==> config.mk <==
export PLATFORM = sky130hd
export DESIGN_NAME = alu_6502
export DESIGN_NICKNAME = d
export VERILOG_FILES = /design/src/rtl/alu_6502.sv
export SDC_FILE = /design/constraint.sdc
export NUM_CORES = 1
export LEC_CHECK = 0
export BUFFER_PORTS_ARGS = -buffer_cell sky130_fd_sc_hd__buf_2
export CORE_MARGIN = 4
export CORE_UTILIZATION = 40
export CTS_CLUSTER_SIZE = 40
export DETAILED_ROUTE_END_ITERATION = 8
export HOLD_SLACK_MARGIN = 0.05
export RECOVER_POWER = 100
export SLEW_MARGIN = 20
export SYNTH_ARGS = -nofsm -noshare
export SYNTH_HDL_FRONTEND = slang
export SYNTH_SLANG_ARGS = --single-unit
==> constraint.sdc <==
create_clock -name clk -period 10.15 [get_ports clk]
set_clock_uncertainty 0.15 [all_clocks]
set_input_delay 2.03 -clock clk [delete_from_list [all_inputs] [get_ports clk]]
set_output_delay 2.03 -clock clk [all_outputs]
set_load 0.005 [all_outputs]
==> src/rtl/alu_6502.sv <==
// alu_6502: 8-bit 6502 (2A03) ALU with registered result, updated STATUS and a done strobe.
// Latency: one clock from issue to dout/status_out/wout; one operation accepted every clock.
// Backpressure: none; func/a/b may change every cycle, undefined codes and NOP leave outputs held.
//
// Ports:
//   clk, reset        rising-edge clock, synchronous active-high reset
//   func              operation code, 8'h00 = idle
//   status_in         current STATUS {N,V,-,B,D,I,Z,C}
//   a, b              operands (a alone for unary ops)
//   dout, status_out  registered result and updated STATUS
//   wout              high for exactly the cycles in which a fresh result is presented
//
// Build option: define DECIMAL_MODE_EN to give ADC/SBC packed-BCD results when D=1
// (flags N/Z/V still follow the binary result, as on NMOS parts). Default: binary only.
module alu_6502 #(
    parameter int WIDTH = 8
) (
    input  logic             clk,
    input  logic             reset,
    input  logic [7:0]       func,
    input  logic [WIDTH-1:0] status_in,
    input  logic [WIDTH-1:0] a,
    input  logic [WIDTH-1:0] b,
    output logic [WIDTH-1:0] dout,
    output logic             wout,
    output logic [WIDTH-1:0] status_out
);

    localparam logic [7:0] OP_ADC  = 8'h01;
    localparam logic [7:0] OP_SBC  = 8'h02;
    localparam logic [7:0] OP_AND  = 8'h03;
    localparam logic [7:0] OP_ORA  = 8'h04;
    localparam logic [7:0] OP_EOR  = 8'h05;
    localparam logic [7:0] OP_ASL  = 8'h06;
    localparam logic [7:0] OP_LSR  = 8'h07;
    localparam logic [7:0] OP_ROL  = 8'h08;
    localparam logic [7:0] OP_ROR  = 8'h09;
    localparam logic [7:0] OP_INC  = 8'h0A;
    localparam logic [7:0] OP_DEC  = 8'h0B;
    localparam logic [7:0] OP_CMP  = 8'h0C;
    localparam logic [7:0] OP_BIT  = 8'h0D;
    localparam logic [7:0] OP_PASS = 8'h0E;

    logic [WIDTH-1:0] dout_q,   dout_d;
    logic [WIDTH-1:0] status_q, status_d;
    logic             wout_q,   wout_d;

    logic             c_in;
    logic [WIDTH-1:0] b_eff;
    logic [WIDTH:0]   sum9;
    logic [WIDTH:0]   cmp9;

    assign c_in  = status_in[0];
    // SBC is ADC with the second operand inverted; C acts as "no borrow".
    assign b_eff = (func == OP_SBC) ? ~b : b;
    assign sum9  = {1'b0, a} + {1'b0, b_eff} + {{WIDTH{1'b0}}, c_in};
    // Compare is a subtract with forced carry-in of 1; carry out means a >= b.
    assign cmp9  = {1'b0, a} + {1'b0, ~b} + {{WIDTH{1'b0}}, 1'b1};

`ifdef DECIMAL_MODE_EN
    logic [WIDTH-1:0]  dec_r;
    logic              dec_c;
    logic [5:0]        dlo, dhi;
    logic signed [6:0] slo, shi;
    logic              lo_borrow;

    always_comb begin
        dec_r     = '0;
        dec_c     = 1'b0;
        dlo       = '0;
        dhi       = '0;
        slo       = '0;
        shi       = '0;
        lo_borrow = 1'b0;
        if (func == OP_ADC) begin
            dlo = {2'b0, a[3:0]} + {2'b0, b[3:0]} + {5'b0, c_in};
            if (dlo > 6'd9) dlo = dlo + 6'd6;
            dhi = {2'b0, a[7:4]} + {2'b0, b[7:4]} + {5'b0, (dlo > 6'd15)};
            if (dhi > 6'd9) dhi = dhi + 6'd6;
            dec_r = {dhi[3:0], dlo[3:0]};
            dec_c = (dhi > 6'd15);
        end else begin
            slo = $signed({3'b0, a[3:0]}) - $signed({3'b0, b[3:0]}) - $signed({6'b0, ~c_in});
            lo_borrow = slo[6];
            if (lo_borrow) slo = slo - 7'sd6;
            shi = $signed({3'b0, a[7:4]}) - $signed({3'b0, b[7:4]}) - $signed({6'b0, lo_borrow});
            if (shi[6]) shi = shi - 7'sd6;
            dec_r = {shi[3:0], slo[3:0]};
            // On NMOS parts the decimal SBC carry is the binary one.
            dec_c = sum9[WIDTH];
        end
    end
`endif

    always_comb begin
        logic [WIDTH-1:0] r;
        logic             op_ok;
        logic             n_f, v_f, z_f, c_f;

        r      = '0;
        op_ok  = 1'b1;
        n_f    = status_in[7];
        v_f    = status_in[6];
        z_f    = status_in[1];
        c_f    = status_in[0];

        dout_d   = dout_q;
        status_d = status_q;
        wout_d   = 1'b0;

        case (func)
            OP_ADC, OP_SBC: begin
                r   = sum9[WIDTH-1:0];
                c_f = sum9[WIDTH];
                // Overflow: same-signed effective operands giving a result of the other sign.
                v_f = (a[7] == b_eff[7]) && (r[7] != a[7]);
            end
            OP_AND:  r = a & b;
            OP_ORA:  r = a | b;
            OP_EOR:  r = a ^ b;
            OP_ASL: begin r = {a[6:0], 1'b0}; c_f = a[7]; end
            OP_LSR: begin r = {1'b0, a[7:1]}; c_f = a[0]; end
            OP_ROL: begin r = {a[6:0], c_in}; c_f = a[7]; end
            OP_ROR: begin r = {c_in, a[7:1]}; c_f = a[0]; end
            OP_INC:  r = a + 8'd1;
            OP_DEC:  r = a - 8'd1;
            OP_CMP: begin
                r   = cmp9[WIDTH-1:0];
                c_f = cmp9[WIDTH];
            end
            OP_BIT:  r = a & b;
            OP_PASS: r = a;
            default: op_ok = 1'b0;
        endcase

        // N/Z follow the computed value; BIT takes N/V from b instead.
        n_f = r[7];
        z_f = (r == '0);
        if (func == OP_BIT) begin
            n_f = b[7];
            v_f = b[6];
        end

        // CMP and BIT only set flags; the accumulator value passes through.
        if (func == OP_CMP || func == OP_BIT) r = a;

`ifdef DECIMAL_MODE_EN
        if ((func == OP_ADC || func == OP_SBC) && status_in[3]) begin
            r   = dec_r;
            c_f = dec_c;
        end
`endif

        if (op_ok) begin
            dout_d   = r;
            status_d = {n_f, v_f, status_in[5:2], z_f, c_f};
            wout_d   = 1'b1;
        end
    end

    always_ff @(posedge clk) begin
        if (reset) begin
            dout_q   <= '0;
            status_q <= '0;
            wout_q   <= 1'b0;
        end else begin
            dout_q   <= dout_d;
            status_q <= status_d;
            wout_q   <= wout_d;
        end
    end

    assign dout       = dout_q;
    assign status_out = status_q;
    assign wout       = wout_q;

endmodule

==> results.md, run 1 <==
* Final wirelength at 8.90 mm
* CP max FO at 30
* PwrDens at 69.8 nW/um^2
* Final core utilization at 46.3%
* CTS Root Cell: clkbuf_8
* LEAKAGE at 1.43 nW
* Area grow syn2layout at 10.4%
* WL/cell at 18.2 um
* Slew headroom at -1.57%
* Most frequent CP cell: fa_1
* Slew @ Worst Pin at 1.52 ns
* Vias in the first global route at 2719
* CTS tree: built
* Largest net degree at the start of global routing at 31
* Distinct cells, synth at 77
* Top_reg_cell synth: dfxtp_1
* Routed vias/inst at 5.93
* Period utilisation layout at 61.7%
* Dpl hpwl at 6.94 mm
* Sink Count at 17
* Critical path's top delay family: simple AND/OR/NAND/NOR gates
* Critical path required time at 10.19 ns
* Fmax at 160 MHz
* Worst Path Buf+Inv at 1
* Register bit total from synthesis at 17
* # diodes at 0
* CORE AREA at 6910 um^2
* Io pins at 51
* Hold Buf Count CTS at 0
* First-pass GRT wire length at 14.3 mm
* Port Buffers at 48
* Seq pwr share at 31.3%
* Slew Viols, Final at 31
* Final hold viol count at 0
* Asr flop ratio synth at 0%
* Postcts setup bufs at 0
* Layout cells sized above 1 at 17.6%
* Seq/Total Area, Yosys at 11.7%
* Most common cell after layout, fill and taps aside: buf_2
* Crit start category: input pin
* Initial antenna violation count at 0
* Avg Cell Area, Syn at 8.14 um^2
* CP arrival at 6.30 ns
* Peak supply drop at 0.0000378 V
* Nets at 468
* Syn_nets at 431
* Fin Hold WS at 0.305 ns
* Final-report setup violation count at 0
* Post-cts resize count at 0
* Post-synth EDFFs at 0
* Switching Fraction at 37.4%
* Clock power share at 22.2%
* MaxCap Viol Count at 1
* CP Capture Type: register
* Htree depth at 1
* Failing checks: capacitance limit, slew limit
* Clk Latency, worst-skew pair at 0.25 ns
* Pre-antenna DRT Iters at 6
* Final Critical Period at 6.27 ns
* Cts bufs inserted at 3
* YS warnings at 0
* Mapped Cells at 356
* Setup ws final at 3.88 ns
* Synth Cell Area at 2900 um^2
* Setup TNS at 0 ns
* Die Y at 93.1 um
* Most frequent cells in the layout: buf_2 (43), ha_1 (37), inv_1 (23), nand2_1 (23), nor2_1 (22)
* Placed inst area at 3170 um^2
* Outcome: complete, but fails checks
* Global router's overall resource usage at 20.6%
* Die Span X at 93.1 um
* Total power at 0.223 mW
* Slowest stage delay, CP at 1.08 ns
* Worst slack, placed at 3.73 ns
* DR iter-0 viols at 310
* Reg clk slew, reported paths at 0.06 ns
* Cell row count at 30
* Initial core utilization at 41.9%
* Die Footprint at 8670 um^2
* Sw Pwr at 0.0836 mW
* Internal power at 0.140 mW
* ANT nets after route at 0
* Comb power frac at 46.5%
* GPL Wtd Cong at 0.907
* Crit Path Category: input pin to register
* RSZ-0062 raised after global routing: false
* Clock Path Buffers at 2
* Cells traversed along the worst timing path: clkbuf_1 > or3_1 > xnor2_1 > fa_1 > fa_1 > xor2_1 > o21ai_0 > a21oi_1 > a31oi_1 > or4b_1 > a211oi_1 > a32o_1
* Post-route DRC at 0
* Hold Path Class: register to register
* Placed insts at 484
* DR vias at 2894
* Fin cells at 488
* Final Cell Area at 3200 um^2
* Grt ovf at 0
* Slowest cell on the critical path: clkbuf_1
-- worst reg2reg max path, stage by stage (launching register included) --
cell and delay [ns]:
dfxtp_1 0.33, inv_1 0.04, a221oi_1 0.25, o31a_1 0.18
-- state kept, by name (all words and copies together), names as in the netlist --
register    count
status_out      8
wout            1
dout            8
-- power groups by stage --
stage | clock network [mW] | registers (mW) | logic [mW]
after detailed placement | 0 | 0.0714 | 0.102
after global routing | 0.0554 | 0.0701 | 0.114
after CTS | 0.0508 | 0.0699 | 0.103
after global placement | 0 | 0.0713 | 0.101
final | 0.0495 | 0.0699 | 0.104
after floorplan | 0 | 0.0716 | 0.0708
-- final timing paths --
check / startpoint / slack [ns] / depth (start not counted) / end
worst max-delay path: func[0] / 3.88 / 12 / status_out[1]
worst min-delay path: status_out[7] / 0.31 / 2 / status_out[7]
worst max register to register: status_out[6] / 9.15 / 3 / status_out[6]
worst min register to register: status_out[7] / 0.31 / 2 / status_out[7]
-- cells by family after synthesis --
| group | count (synthesis) | share of synthesized area [%] |
|---|---|---|
| AND/OR/NAND/NOR | 117 | 24.3 |
| AO/OA/AOI/OAI | 104 | 26.3 |
| multiplexers | 16 | 5.66 |
| flip-flops | 17 | 11.7 |
| buffers and inverters | 40 | 6.26 |
| adder cells (fa/ha/maj) | 41 | 18.7 |
| XOR/XNOR | 21 | 7.00 |
-- final cells by class --
class	instances	area (um^2)
Multi-Input combinational cell	299	2360
Fill cell	733	3710
Clock buffer	4	45.0
Sequential cell	17	340
Tap cell	96	120
Timing Repair Buffer	49	241
Inverter	23	86.3
-- synth_stat cells, types with 3 or more instances --
cell      number  share of area (%)
a211oi_1       4                1.0
a21o_1         3               0.78
a21oi_1       18                3.1
a221oi_1       5                1.5
a22oi_1        9                2.3
a31oi_1        5                1.1
a32oi_1        3               0.91
and2_1         4               0.86
and3_1         3               0.65
buf_1          3               0.39
buf_2          7                1.2
buf_4          4                1.0
dfxtp_1       17                 12
fa_1           4                2.8
ha_1          37                 16
inv_1         23                3.0
mux2_2         3                1.2
mux2i_1       13                4.5
nand2_1       23                3.0
nand2b_1       3               0.65
nand3_1        5               0.86
nand3b_1       6                1.6
nand4_1        4               0.86
nor2_1        22                2.9
nor2b_1        8                1.7
nor3_1         8                1.4
o211ai_1       3               0.78
o21a_1         5                1.3
o21ai_0       10                1.7
o21bai_1       4                1.0
o22ai_1        5                1.1
o31a_1         3               0.91
o31ai_1        3               0.78
or2_2          5                1.1
or3_1          4               0.86
xnor2_1       12                3.6
xor2_1         8                2.4
-- layer usage --
| layer | part of all wire, % | wire (um) | vias up | track usage, % |
|---|---|---|---|---|
| met2 | 44 | 3910 | 131 | 32.8 |
| met4 | 1.7 | 155 | 0 | 4.88 |
| met5 | 0 | 0 | - | 0 |
| met3 | 7.7 | 684 | 16 | 1.21 |
| li1 | - | - | 1406 | - |
| met1 | 47 | 4150 | 1341 | 30.4 |
Power figures use the tool's default switching activity.
==> inputs of run 2 (changes only) <==
- clock period: 10.15 -> 6.4 ns (I/O delays scaled with it)
==> run 2 against run 1 <==
Compared with the run above:
- the run now ends clean
- non-clock buffer count up 1
- first-iteration DRC count down 6.5%
- sequential power up 59%
- critical path type unchanged
- largest cell class unchanged
==> results.md, run 2 (same netlist as run 1, synthesis figures left out) <==
* CP arrival at 5.39 ns (was 6.30 ns)
* Grt ovf at 0 (unchanged)
* # diodes at 0 (unchanged)
* Period utilisation layout at 83.6%
* Postcts setup bufs at 0 (unchanged)
* Die Footprint at 8670 um^2 (unchanged)
* CORE AREA at 6910 um^2 (unchanged)
* Post-route DRC at 0 (unchanged)
* Routed vias/inst at 5.79 (was 5.93)
* Sink Count at 17 (unchanged)
* Final-report setup violation count at 0 (unchanged)
* Fmax at 187 MHz
* Depth of the most critical reg-to-reg path at 3 (unchanged)
* LEAKAGE at 1.42 nW (was 1.43 nW)
* Critical path required time at 6.44 ns (was 10.19 ns)
* Sw Pwr at 0.130 mW (was 0.0836 mW)
* Final Critical Period at 5.35 ns
* DR vias at 2829 (was 2894)
* Global router's overall resource usage at 20.5% (was 20.6%)
* First-pass GRT wire length at 14.1 mm (was 14.3 mm)
* Setup TNS at 0 ns (unchanged)
* Seq pwr share at 31.6% (was 31.3%)
* Port Buffers at 48 (unchanged)
* Crit Path Category: input pin to register (unchanged)
* Layout cells sized above 1 at 16.8% (was 17.6%)
* Largest net degree at the start of global routing at 31 (unchanged)
* Hold_sp: status_out[7] (unchanged)
* ANT nets after route at 0 (unchanged)
* Most common cell after layout, fill and taps aside: buf_2 (unchanged)
* MaxCap Viol Count at 0 (was 1)
* Most frequent cells in the layout: buf_2 (39), ha_1 (37), inv_1 (23), nand2_1 (23), nor2_1 (22) (was buf_2 (43), ha_1 (37), inv_1 (23), nand2_1 (23), nor2_1 (22))
* R2R Path End: status_out[6] (unchanged)
* Vias in the first global route at 2648 (was 2719)
* Clk Latency, worst-skew pair at 0.24 ns (was 0.25 ns)
* Io pins at 51 (unchanged)
* Outcome: complete, no violations (was complete, but fails checks)
* Placed insts at 485 (was 484)
* Origin of the critical flop-to-flop path: status_out[6] (unchanged)
* Final hold viol count at 0 (unchanged)
* Worst Path Buf+Inv at 1 (unchanged)
* Slew @ Worst Pin at 1.48 ns (was 1.52 ns)
* Hold Path Depth at 2 (unchanged)
* Switching Fraction at 37.0% (was 37.4%)
* Peak supply drop at 0.0000527 V (was 0.0000378 V)
* CP max FO at 30 (unchanged)
* Slew Viols, Final at 0 (was 31)
* CTS Root Cell: clkbuf_8 (unchanged)
* Clock power share at 22.2% (about the same)
* Critical path's top delay family: simple AND/OR/NAND/NOR gates (unchanged)
* Final wirelength at 8.77 mm (was 8.90 mm)
* Cell row count at 30 (unchanged)
* Hold Buf Count CTS at 0 (unchanged)
* Htree depth at 1 (unchanged)
* Nets at 469 (was 468)
* Initial antenna violation count at 0 (unchanged)
* Clock Path Buffers at 2 (unchanged)
* Most frequent CP cell: fa_1 (unchanged)
* Pre-antenna DRT Iters at 4 (was 6)
* Slowest stage delay, CP at 1.05 ns (was 1.08 ns)
* GPL Wtd Cong at 0.925 (was 0.907)
* CTS tree: built (unchanged)
* Slowest cell on the critical path: clkbuf_1 (unchanged)
* Crit path from: func[0] (unchanged)
* RSZ-0062 raised after global routing: false (unchanged)
* Hold Path Class: register to register (unchanged)
* PwrDens at 110 nW/um^2 (was 69.8 nW/um^2)
* Initial core utilization at 41.9% (unchanged)
* Hold Crit Endpoint: status_out[7] (unchanged)
* Comb power frac at 46.2% (was 46.5%)
* Dpl hpwl at 7.02 mm (was 6.94 mm)
* DR iter-0 viols at 290 (was 310)
* Crit start category: input pin (unchanged)
* Internal power at 0.221 mW (was 0.140 mW)
* Slew headroom at 1.31% (was -1.57%)
* Cells traversed along the worst timing path: clkbuf_1 > or3_1 > xnor2_1 > fa_1 > fa_1 > xor2_1 > o21ai_0 > a21oi_1 > a31oi_1 > or4b_1 > a211oi_2 > a32o_1 (was clkbuf_1 > or3_1 > xnor2_1 > fa_1 > fa_1 > xor2_1 > o21ai_0 > a21oi_1 > a31oi_1 > or4b_1 > a211oi_1 > a32o_1)
* CP Capture Type: register (unchanged)
* WL/cell at 17.9 um (was 18.2 um)
* Worst R2R Setup Slack at 5.38 ns (was 9.15 ns)
* Reg clk slew, reported paths at 0.07 ns (was 0.06 ns)
* Post-cts resize count at 0 (unchanged)
* Area grow syn2layout at 10.4% (about the same)
* Fin cells at 489 (was 488)
* Die Span X at 93.1 um (unchanged)
* Cts bufs inserted at 3 (unchanged)
* Die Y at 93.1 um (unchanged)
==> run 2: changes by cell type in the layout (fill, tap and decap cells not counted) <==
| cell | delta |
|---|---|
| a211oi_1 | -1 |
| buf_4 | +1 |
| a2bb2oi_1 | +1 |
| buf_2 | -4 |
| clkbuf_1 | +4 |
| a2bb2oi_2 | -1 |
| a211oi_2 | +1 |
==> run 2: metal layers <==
metal  GRT usage [%]  wire, um  share of wire (%)
met1            29.8      4070                 46
met2            32.3      3870                 44
met3            1.53       647                7.4
met4            5.62       185                2.1
met5               0         0                  0
==> run 2: how the worst max path moves through the flow <==
stage / to / slack (ns) / depth (start not counted)
after detailed placement: status_out[1] / 0.92 / 13
after floorplan: status_out[1] / 1.40 / 14
after global routing: status_out[1] / 0.73 / 11
after CTS: status_out[1] / 1.15 / 13
after global placement: status_out[1] / 0.95 / 13
final: status_out[1] / 1.05 / 12
==> run 2: metrics by stage <==
stage                     hold slack [ns]  instance area (um^2)  setup WS [ns]  util, %  total power, mW
after global placement              0.290                  3180          0.946     46.0            0.274
after global routing                0.329                  3200          0.729     46.3            0.376
final                               0.299                  3200           1.05     46.3            0.351
after detailed placement            0.295                  3180          0.916     46.0            0.276
after floorplan                     0.298                  2900           1.40        -            0.226
after CTS                           0.304                  3220           1.15     46.6            0.352
==> run 2: final cells by class <==
type / instances / area, um^2
Clock buffer: 4 / 45.0
Fill cell: 709 / 3710
Inverter: 23 / 86.3
Multi-Input combinational cell: 299 / 2360
Sequential cell: 17 / 340
Tap cell: 96 / 120
Timing Repair Buffer: 50 / 244
==> run 2: power groups by stage <==
stage               combinational (mW)  clock (mW)  sequential [mW]
finish                           0.162      0.0778            0.111
global route                     0.180      0.0848            0.111
CTS                              0.163      0.0781            0.111
detailed placement               0.162           0            0.113
global placement                 0.161           0            0.113
floorplan                        0.112           0            0.114
==> run 2: worst reg2reg max path, delay by kind of cell, from the launching register on <==
family | cells | cell delay, ns
AO/OA/AOI/OAI | 2 | 0.43
buffers and inverters | 1 | 0.04
flip-flops | 1 | 0.34
